## src/rtl/resp_compactor.sv

```systemverilog
// resp_compactor: MISR-based response compactor. Folds NUMBER_OF_TESTS
// response words from a circuit under test into a signature and compares
// the result against a golden signature captured at start.
//
// state | meaning
// IDLE  | waiting for start after reset
// RUN   | accepting responses, resp_ready=1
// DONE  | run complete, done/pass held until next start
module resp_compactor #(
  parameter int                    OUTPUT_WIDTH    = 7,
  parameter int                    NUMBER_OF_TESTS = 10000,
  parameter int                    SIG_WIDTH       = 16,
  parameter logic [SIG_WIDTH-1:0]  POLY            = 16'h1021,
  parameter logic [SIG_WIDTH-1:0]  SEED            = 16'h0000
) (
  input  logic                                     clk,
  input  logic                                     rst_n,
  input  logic                                     start,
  input  logic [SIG_WIDTH-1:0]                     golden_sig,
  input  logic                                     resp_valid,
  input  logic [OUTPUT_WIDTH-1:0]                  resp,
  output logic                                     resp_ready,
  output logic                                     busy,
  output logic                                     done,
  output logic                                     pass,
  output logic [SIG_WIDTH-1:0]                     signature,
  output logic [$clog2(NUMBER_OF_TESTS+1)-1:0]     count
);

  localparam int CNT_W = $clog2(NUMBER_OF_TESTS + 1);
  localparam logic [CNT_W-1:0] LAST_CNT = CNT_W'(NUMBER_OF_TESTS);

  typedef enum logic [1:0] {
    IDLE = 2'd0,
    RUN  = 2'd1,
    DONE = 2'd2
  } state_t;

  state_t                r_state;
  state_t                w_state_next;
  logic [SIG_WIDTH-1:0]  r_sig;
  logic [SIG_WIDTH-1:0]  r_golden;
  logic [CNT_W-1:0]      r_count;
  logic                  r_done;
  logic                  r_pass;

  logic                  w_start;
  logic                  w_accept;
  logic                  w_last;
  logic [CNT_W-1:0]      w_count_inc;
  logic [SIG_WIDTH-1:0]  w_sig_next;

  // Start is only honoured outside RUN; a response is only taken in RUN,
  // so a start coinciding with resp_valid never consumes that word.
  assign w_start     = start && (r_state != RUN);
  assign w_accept    = resp_valid && (r_state == RUN);
  assign w_count_inc = r_count + CNT_W'(1);
  assign w_last      = w_accept && (w_count_inc == LAST_CNT);

  // Shift left, fold the outgoing MSB back through the polynomial, mix in
  // the zero-extended response word.
  assign w_sig_next = {r_sig[SIG_WIDTH-2:0], 1'b0}
                    ^ (r_sig[SIG_WIDTH-1] ? POLY : '0)
                    ^ SIG_WIDTH'(resp);

  // State register.
  always_ff @(posedge clk or negedge rst_n) begin
    if (!rst_n) begin
      r_state <= IDLE;
    end else begin
      r_state <= w_state_next;
    end
  end

  // Next-state logic.
  always_comb begin
    w_state_next = r_state;
    case (r_state)
      IDLE:    if (start) w_state_next = RUN;
      RUN:     if (w_last) w_state_next = DONE;
      DONE:    if (start) w_state_next = RUN;
      default: w_state_next = IDLE;
    endcase
  end

  // Signature, count, golden capture and result flags.
  always_ff @(posedge clk or negedge rst_n) begin
    if (!rst_n) begin
      r_sig    <= SEED;
      r_golden <= '0;
      r_count  <= '0;
      r_done   <= 1'b0;
      r_pass   <= 1'b0;
    end else if (w_start) begin
      r_sig    <= SEED;
      r_golden <= golden_sig;
      r_count  <= '0;
      r_done   <= 1'b0;
      r_pass   <= 1'b0;
    end else if (w_accept) begin
      r_sig   <= w_sig_next;
      r_count <= w_count_inc;
      if (w_last) begin
        r_done <= 1'b1;
        r_pass <= (w_sig_next == r_golden);
      end
    end
  end

  assign resp_ready = (r_state == RUN);
  assign busy       = (r_state == RUN);
  assign done       = r_done;
  assign pass       = r_pass;
  assign signature  = r_sig;
  assign count      = r_count;

endmodule

```

## config.mk

```make
export PLATFORM = sky130hd
export DESIGN_NAME = resp_compactor
export DESIGN_NICKNAME = d
export VERILOG_FILES = /design/src/rtl/resp_compactor.sv
export SDC_FILE = /design/constraint.sdc
export NUM_CORES = 1
export LEC_CHECK = 0
export ABC_AREA = 1
export CAP_MARGIN = 10
export CORE_UTILIZATION = 25
export DETAILED_ROUTE_END_ITERATION = 7
export PLACE_DENSITY = 0.5
export SLEW_MARGIN = 15
export SYNTH_ARGS = -nofsm -noshare
export SYNTH_HDL_FRONTEND = slang
export SYNTH_SLANG_ARGS = --single-unit
```

## constraint.sdc

```tcl
create_clock -name clk -period 2.2 [get_ports clk]
set_clock_uncertainty 0.15 [all_clocks]
set_input_delay 0.44 -clock clk [delete_from_list [all_inputs] [get_ports clk]]
set_output_delay 0.44 -clock clk [all_outputs]
set_load 0.02 [all_outputs]
```

==> results.yml, run 1 <==
grt:
  grt_pass1_vias: 2172
  grt_pass1_wl_um: 10500
  grt_util_all_layers: 0.131
  antenna_found_initial: 0
  grt_max_degree: 20
  overflow: 0
floorplan:
  dieArea_um2: 10600
  num_rows: 36
  die_y_um: 103
  io_pins: 61
  fp.dieW_um: 103
  start_util: 0.260
  core_um2: 9820
layout:
  fin_cells: 522
  nets: 417
  area_delta_synth_final_pct: 36.8
  insertedDiodeCount: 0
  drive_gt1_frac: 0.0823
critical_path:
  r2r_cells: 9
  reg2reg_to: "pass$_DFFE_PN0P_"
  cp-start-kind: "flop"
  critical_path_class: "reg2out"
  cp.required_ps: 1610
  critPathMaxFanout: 4
  rrSetupSlack_ps: 200
  endpoint_kind: "output port"
  arrival_ps: 1520
  worstReg2RegStart: "count[1]$_DFFE_PN0P_"
synth:
  avgSynthCellArea_um2: 8.03
  ys.flop_type: "dfrtp_1"
  synth.most_common_cell: "nand2_1"
  synth_top_family_by_area: "simple AND/OR/NAND/NOR gates"
  synthMuxAreaShare: 0
  synthXorXnorAreaFrac: 0.0823
  synth_common_cells: "nand2_1 (104), dfrtp_1 (50), inv_1 (35)"
  ys_warn_count: 0
  synth_edf_count: 0
  yosysUniqueCellTypes: 24
  synth_compound_area_frac: 0.0715
  syn_area_um2: 2550
  syn_nets: 347
  synth_seq_cells: 50
  seq_area_frac_synth: 0.490
  synthCells: 318
  yosysTopAreaCell: "dfrtp_1"
  yosys.area_share.simple: 0.275
  yosys-top-cells-area: "dfrtp_1 (49%), nand2_1 (15%), inv_1 (5.1%)"
  synth_fa_ha_area_frac: 0.00980
  synth_top_area_share: 0.490
  synthArstFlopShare: 1.00
min_path:
  hp-class: "reg2reg"
  hold_depth: 1
  hold_end: "r_state[1]$_DFFE_PN0P_"
  min_from: "r_state[0]$_DFFE_PN0P_"
clock_network:
  clockBufferDepth: 2
  post-cts-setup-buffers: 0
  cts_tree: "done"
  htree_levels: 2
  cts_sinks: 50
  path_clk_slew_ps: 100
  cts_buffers: 5
  root_buffer: "clkbuf_8"
  clk_latency_ps: 310
route:
  vias: 2218
  drc_errors: 0
  wire_per_inst_um: 12.6
  viasPerCell: 4.25
  ant_nets: 0
  drtPass1Iterations: 4
  wl_um: 6560
  drt_iter0_drc: 60
power_and_ir_drop:
  power_frac_comb: 0.438
  power.leakage_nw: 1.59
  cellPowerDensity_nw_per_um2: 1100
  pwr-share-seq: 0.406
  max-vdd-ir-drop_uv: 327
  p_sw_frac: 0.404
  p_clk_frac: 0.157
  p_sw_w: 0.00156
  p_int_w: 0.00229
job:
  maxCapViolations: 0
timing:
  min_period_over_period: 0.961
  slew_viol_final: 0
  hold_viol: 0
  setup_viol: 0
  relSlewSlack: 0.697
  fin_crit_ps: 2110
  max_freq_mhz: 473
  rsz0062_at_grt: "false"
  fin_setup_tns_ps: 0
  tightestPinTransition_ps: 454
placement:
  io_buffers: 60
  dp_hpwl_um: 4990
  dp.cells: 513
  gp_congestion: 0.828
run_status:
  outcome: "finished clean"
[final cells by class]
cell class,count,area [um^2]
multi-input cells,222,1120
clock buffers,6,82.6
flip-flops and latches,50,1250
inverters,36,135
well taps,133,166
fillers,1053,6330
repair buffers,73,721
clock inverters,2,16.3
[per-stage QoR]
stage / hold slack, ps / area, um^2 / worst slack (ps) / power, W / utilization
after global placement: 271 / 3380 / 149 / 0.00327 / 0.345
final: 348 / 3490 / 86.2 / 0.00385 / 0.356
after detailed placement: 269 / 3380 / 74.7 / 0.00328 / 0.345
after floorplan: -5.59 / 2550 / 295 / 0.00251 / -
after CTS: 345 / 3490 / 58.4 / 0.00389 / 0.356
after global routing: 362 / 3490 / 11.6 / 0.00414 / 0.356
[what timing repair did]
action,CTS,global route
setup endpoints to repair,0,2
hold endpoints to repair,16,0
resized for setup,0,1
hold buffers,1,0
[worst max path at each step]
stage | from | cells after the start | slack, ps | end
after detailed placement | resp_valid | 10 | 70 | r_state[0]$_DFFE_PN0P_
after global routing | r_state[1]$_DFFE_PN0P_ | 4 | 10 | resp_ready
after global placement | resp_valid | 10 | 150 | pass$_DFFE_PN0P_
after floorplan | count[1]$_DFFE_PN0P_ | 9 | 300 | pass$_DFFE_PN0P_
after CTS | r_state[1]$_DFFE_PN0P_ | 4 | 60 | busy
final | r_state[1]$_DFFE_PN0P_ | 4 | 90 | busy
[placed cells by master (no fill, tap or decap), types with 6 or more instances in the layout]
cell type and n:
dfrtp_1 49, nand4_1 6, o22ai_1 12, nor2_1 16
inv_1 35, o21ai_0 19, nand3_1 26, xnor2_1 12
xor2_1 12, clkbuf_8 6, buf_4 10, clkdlybuf4s50_1 59
nand2_1 104
[power by group through the flow]
stage	clock (W)	sequential [W]	combinational, W
floorplan	0	0.00174	0.000769
finish	0.000602	0.00156	0.00168
global route	0.000647	0.00161	0.00188
CTS	0.000611	0.00157	0.00171
detailed placement	0	0.00158	0.00170
global placement	0	0.00158	0.00169
[metal layers]
metal | part of all wire | vias to the layer above | GRT usage
met5 | 0 | - | 0
met1 | 0.45 | 1017 | 0.159
met4 | 0.021 | 0 | 0.0477
met2 | 0.49 | 49 | 0.229
li1 | - | 1141 | -
met3 | 0.040 | 11 | 0.0271
[flip-flops by register name, summed over array words and instances, names as in the netlist]
register,count
done,1
pass,1
r_state,2
signature,16
count,14
r_golden,16
[worst max-delay path, cell delays in order, from the launching register on]
cell and delay [ps]:
dfrtp_1 370, inv_1 70, nand2_1 60, inv_1 100, clkdlybuf4s50_1 620
[cell families after synthesis]
| kind of cell | Yosys count |
|---|---|
| and+or+nand+nor | 163 |
| AOI/OAI and AO/OA | 33 |
| buffers and inverters | 46 |
| xor gates and xnor gates | 24 |
| adders and majority gates | 2 |
| DFF | 50 |
Note: power is estimated with default switching activity, not from simulation.
==> run 2, diff against run 1 <==
- ABC_AREA: 1 -> unset
- CAP_MARGIN: 10 -> unset
- MAX_ROUTING_LAYER: unset -> met4
==> run 2 against run 1 <==
Effect of this change:
- via count decreased by 6.0%
- maximum frequency down 1.2%
- design area increased by 3.9%
- cell count is 12% lower
- register-to-register slack worse by 60 ps
- core utilization is 1.4 points higher
- synthesized cell count down 25%
- routed wire length decreased by 1.8%
- die area fell by 0.77%
- sequential power is 25% lower
- clock power grew 10%
- critical path type unchanged
- critical endpoint is now count[0]
- largest power group is now sequential cells
==> results.yml, run 2 <==
run_status:
  outcome: "finished clean"
synth:
  avgSynthCellArea_um2: 10.7
  yosysTopAreaCell: "dfrtp_1"
  synthMuxAreaShare: 0.0810
  seq_area_frac_synth: 0.494
  synth_compound_area_frac: 0.150
  synthCells: 237
  yosysUniqueCellTypes: 46
  synth_fa_ha_area_frac: 0.00988
  ys.flop_type: "dfrtp_1"
  synth_top_area_share: 0.494
  synth_top_family_by_area: "compound AO/OA/AOI/OAI gates"
  yosys-top-cells-area: "dfrtp_1 (49%), mux2_2 (7.1%), xnor2_1 (5.9%)"
  synth_edf_count: 0
  syn_nets: 266
  ys_warn_count: 0
  yosys.area_share.simple: 0.142
  synth_seq_cells: 50
  synth.most_common_cell: "dfrtp_1"
  synthXorXnorAreaFrac: 0.0899
  synth_common_cells: "dfrtp_1 (50), o21ai_0 (27), nand2_1 (22)"
  synthArstFlopShare: 1.00
  syn_area_um2: 2530
placement:
  dp_hpwl_um: 4640
  io_buffers: 60
  dp.cells: 450
  post_dp_cell_area_um2: 3500
  gp_congestion: 0.766
  dpl_worst_slack_ps: -59.6
critical_path:
  rrSetupSlack_ps: 140
  critical_path_class: "reg2out"
  cp-start-kind: "flop"
  critPathMaxFanout: 5
  arrival_ps: 1550
  endpoint_kind: "output port"
  cp.required_ps: 1610
job:
  maxCapViolations: 0
route:
  vias: 2086
  wire_per_inst_um: 14.1
  ant_nets: 0
  wl_um: 6440
  drtPass1Iterations: 4
  viasPerCell: 4.55
  drt_iter0_drc: 70
  drc_errors: 0
timing:
  fin_setup_tns_ps: 0
  min_period_over_period: 0.972
  fin_ws_ps: 60.8
  relSlewSlack: 0.558
  fin_crit_ps: 2140
  hold_viol: 0
  rsz0062_at_grt: "false"
  tightestPinTransition_ps: 662
  max_freq_mhz: 467
  slew_viol_final: 0
  setup_viol: 0
  whs_ps: 89.5
floorplan:
  start_util: 0.258
  core_um2: 9820
  io_pins: 61
  die_y_um: 103
  fp.dieW_um: 103
  dieArea_um2: 10500
  num_rows: 36
layout:
  final_common_cell: "clkdlybuf4s50_1"
  nets: 353
  insertedDiodeCount: 0
  area_delta_synth_final_pct: 43.2
  drive_gt1_frac: 0.225
  n_fill_cell: 1043
  layout_common_cells: "clkdlybuf4s50_1 (57), dfrtp_1 (49), buf_4 (31), o21ai_0 (27), nand2_1 (22)"
  postLayoutCellArea_um2: 3630
  fin_cells: 458
power_and_ir_drop:
  power.leakage_nw: 1.57
  max-vdd-ir-drop_uv: 282
  cellPowerDensity_nw_per_um2: 774
clock_network:
  post-cts-setup-buffers: 0
  htree_levels: 2
  path_clk_slew_ps: 90
  cts_sinks: 50
  cts_hold_buf: 0
  root_buffer: "clkbuf_8"
  clk_latency_ps: 310
  cts_buffers: 5
  clockBufferDepth: 2
  cts_tree: "done"
min_path:
  hp-class: "in2async"
grt:
  grt_max_degree: 51
  grt_pass1_wl_um: 10400
  grt_pass1_vias: 2029
  overflow: 0
  antenna_found_initial: 0
  grt_util_all_layers: 0.135
==> run 2: where the power goes <==
group / internal [W] / leakage (nW) / switching, W
registers: 0.00103 / 0.663 / 0.000138
clock network: 0.000341 / 0.0585 / 0.000324
logic: 0.000508 / 0.844 / 0.000465
total: 0.00188 / 1.57 / 0.000926
==> run 2: repair_timing <==
item                       CTS  global route
resized for setup            2             5
gates cloned                 0             0
pin swaps                    0             0
setup endpoints to repair    2             6
==> run 2: layout make-up <==
| class | count | area [um^2] | share of cell area |
|---|---|---|---|
| Sequential cell | 50 | 1250 | 0.345 |
| Multi-Input combinational cell | 169 | 1210 | 0.334 |
| Timing Repair Buffer | 93 | 866 | 0.239 |
| Tap cell | 133 | 166 | 0.0459 |
| Clock buffer | 5 | 68.8 | 0.0190 |
| Clock inverter | 3 | 43.8 | 0.0121 |
| Inverter | 5 | 18.8 | 0.00517 |
==> run 2: final timing paths <==
kind                                       from                   end  cells past startpoint
max                        count[0]$_DFFE_PN0P_              count[0]                      2
min                                       rst_n  count[3]$_DFFE_PN0P_                      2
min reg2reg                    done$_DFFE_PN0P_      done$_DFFE_PN0P_                      1
max in group asynchronous                 rst_n  count[1]$_DFFE_PN0P_                      2
max reg2reg                count[0]$_DFFE_PN0P_      pass$_DFFE_PN0P_                      6
min in group clk               done$_DFFE_PN0P_      done$_DFFE_PN0P_                      1
==> run 2: cells by family (layout without fill, tap and decap cells) <==
family                     count (synthesis)  count (layout)
AOI/OAI and AO/OA                         59              59
muxes                                     18              18
DFF                                       50              50
adders and majority gates                  2               2
buffers and inverters                     18             106
xor gates and xnor gates                  26              26
and+or+nand+nor                           64              64
==> run 2: routing by layer <==
layer | track usage | routed length [um] | up-vias
li1 | - | - | 1019
met1 | 0.182 | 3090 | 1024
met2 | 0.204 | 3120 | 41
met3 | 0.0292 | 198 | 2
met4 | 0.0330 | 23 | 0
met5 | - | 0 | -
==> run 2: critical path, cell delays in order, from the launching register on <==
cell             delay, ps
dfrtp_1                470
buf_4                  170
clkdlybuf4s50_1        600
==> run 2: per-stage QoR <==
step / util / total power (W)
2_1_floorplan: - / 0.00164
3_3_place_gp: 0.357 / 0.00216
3_5_place_dp: 0.357 / 0.00216
4_1_cts: 0.368 / 0.00284
5_1_grt: 0.370 / 0.00299
6_report: 0.370 / 0.00281
==> run 3, diff against run 2 <==
- CTS_CLUSTER_SIZE: unset -> 8
- MAX_ROUTING_LAYER: met4 -> unset
==> run 3 against run 2 <==
Effect of this change:
- via count grew 0.29%
- highest routed layer unchanged
- critical path depth is the same
- critical path type unchanged
- clock-buffer cell count is the same
- largest power group unchanged
- flip-flop and latch count is the same
- hold slack lost 0.89 ps
==> results.yml, run 3 (same netlist as run 2, synthesis figures left out) <==
clock_network:
  cts_tree: "done"
  cts_sinks: 50
  htree_levels: 2
  clk_latency_ps: 310
  post-cts-setup-buffers: 0
  path_clk_slew_ps: 90
  clockBufferDepth: 2
  root_buffer: "clkbuf_8"
  cts_hold_buf: 0
  cts_buffers: 5
run_status:
  outcome: "finished clean"
timing:
  tightestPinTransition_ps: 662
  max_freq_mhz: 467
  slew_viol_final: 0
  setup_viol: 0
  min_period_over_period: 0.973
  fin_setup_tns_ps: 0
  fin_ws_ps: 59.0
  rsz0062_at_grt: "false"
  relSlewSlack: 0.559
  hold_viol: 0
  fin_crit_ps: 2140
route:
  drc_errors: 0
  vias: 2092
  drtPass1Iterations: 4
  drt_iter0_drc: 70
  wl_um: 6450
  viasPerCell: 4.57
  ant_nets: 0
  wire_per_inst_um: 14.1
power_and_ir_drop:
  pwr-share-seq: 0.416
  power_frac_comb: 0.346
  p_clk_frac: 0.238
  max-vdd-ir-drop_uv: 282
  p_int_w: 0.00188
  design_power_total_w: 0.00281
  p_sw_w: 0.000930
  p_sw_frac: 0.331
  power.leakage_nw: 1.57
  cellPowerDensity_nw_per_um2: 775
layout:
  area_delta_synth_final_pct: 43.2
  postLayoutCellArea_um2: 3630
  n_fill_cell: 1043
  final_common_cell: "clkdlybuf4s50_1"
  utilization: 0.370
  drive_gt1_frac: 0.225
  layout_common_cells: "clkdlybuf4s50_1 (57), dfrtp_1 (49), buf_4 (31), o21ai_0 (27), nand2_1 (22)"
  nets: 353
  insertedDiodeCount: 0
min_path:
  hp-class: "in2async"
floorplan:
  core_um2: 9820
  dieArea_um2: 10500
  num_rows: 36
  die_y_um: 103
  io_pins: 61
  fp.dieW_um: 103
  start_util: 0.258
critical_path:
  cp-start-kind: "flop"
  critPathMaxFanout: 5
  cp.required_ps: 1610
  critical_path_class: "reg2out"
  endpoint_kind: "output port"
  rrSetupSlack_ps: 140
  arrival_ps: 1550
placement:
  dpl_worst_slack_ps: -59.6
  io_buffers: 60
  dp_hpwl_um: 4640
  post_dp_cell_area_um2: 3500
  gp_congestion: 0.756
grt:
  grt_pass1_wl_um: 10400
  overflow: 0
  grt_util_all_layers: 0.131
  grt_pass1_vias: 2023
  grt_max_degree: 51
  antenna_found_initial: 0
job:
  maxCapViolations: 0
## run 3: layer usage
| layer | vias to the layer above | track usage | wire length, um |
|---|---|---|---|
| met5 | - | 0 | 0 |
| met4 | 0 | 0.0330 | 30 |
| met3 | 2 | 0.0319 | 239 |
| met2 | 49 | 0.204 | 3100 |
| met1 | 1018 | 0.181 | 3080 |
| li1 | 1023 | - | - |
## run 3: final timing paths
path | from | to | cells past startpoint
worst max register to register | count[0]$_DFFE_PN0P_ | pass$_DFFE_PN0P_ | 6
worst max-delay path | count[0]$_DFFE_PN0P_ | count[0] | 2
max in group asynchronous | rst_n | count[1]$_DFFE_PN0P_ | 2
worst min-delay path | rst_n | count[3]$_DFFE_PN0P_ | 2
min in group clk | done$_DFFE_PN0P_ | done$_DFFE_PN0P_ | 1
worst min register to register | done$_DFFE_PN0P_ | done$_DFFE_PN0P_ | 1
## run 3: critical path, cell delays in order, from the launching register on
cell and delay [ps]:
dfrtp_1 470, buf_4 170, clkdlybuf4s50_1 600
## run 3: timing repair
| action | CTS | global route |
|---|---|---|
| resized for setup | 2 | 5 |
| setup endpoints to repair | 2 | 6 |
| pin swaps | 0 | 0 |
## run 3: power by group through the flow
stage / Sequential, W / Clock (W) / Combinational, W
3_3_place_gp: 0.00119 / 0 / 0.000969
2_1_floorplan: 0.00131 / 0 / 0.000332
4_1_cts: 0.00117 / 0.000692 / 0.000979
6_report: 0.00117 / 0.000669 / 0.000973
3_5_place_dp: 0.00119 / 0 / 0.000975
5_1_grt: 0.00119 / 0.000734 / 0.00106
## run 3: per-stage QoR
| stage | instances | hold WS (ps) |
|---|---|---|
| 2_1_floorplan | 237 | -5.59 |
| 3_3_place_gp | 450 | 332 |
| 3_5_place_dp | 450 | 340 |
| 4_1_cts | 458 | 123 |
| 5_1_grt | 458 | 135 |
| 6_report | 458 | 88.6 |
## run 3: layout make-up
cell class	instances	area, um^2	share of cell area
Tap cell	133	166	0.0459
Multi-Input combinational cell	169	1210	0.334
Timing Repair Buffer	93	866	0.239
Clock inverter	3	43.8	0.0121
Inverter	5	18.8	0.00517
Sequential cell	50	1250	0.345
Clock buffer	5	68.8	0.0190
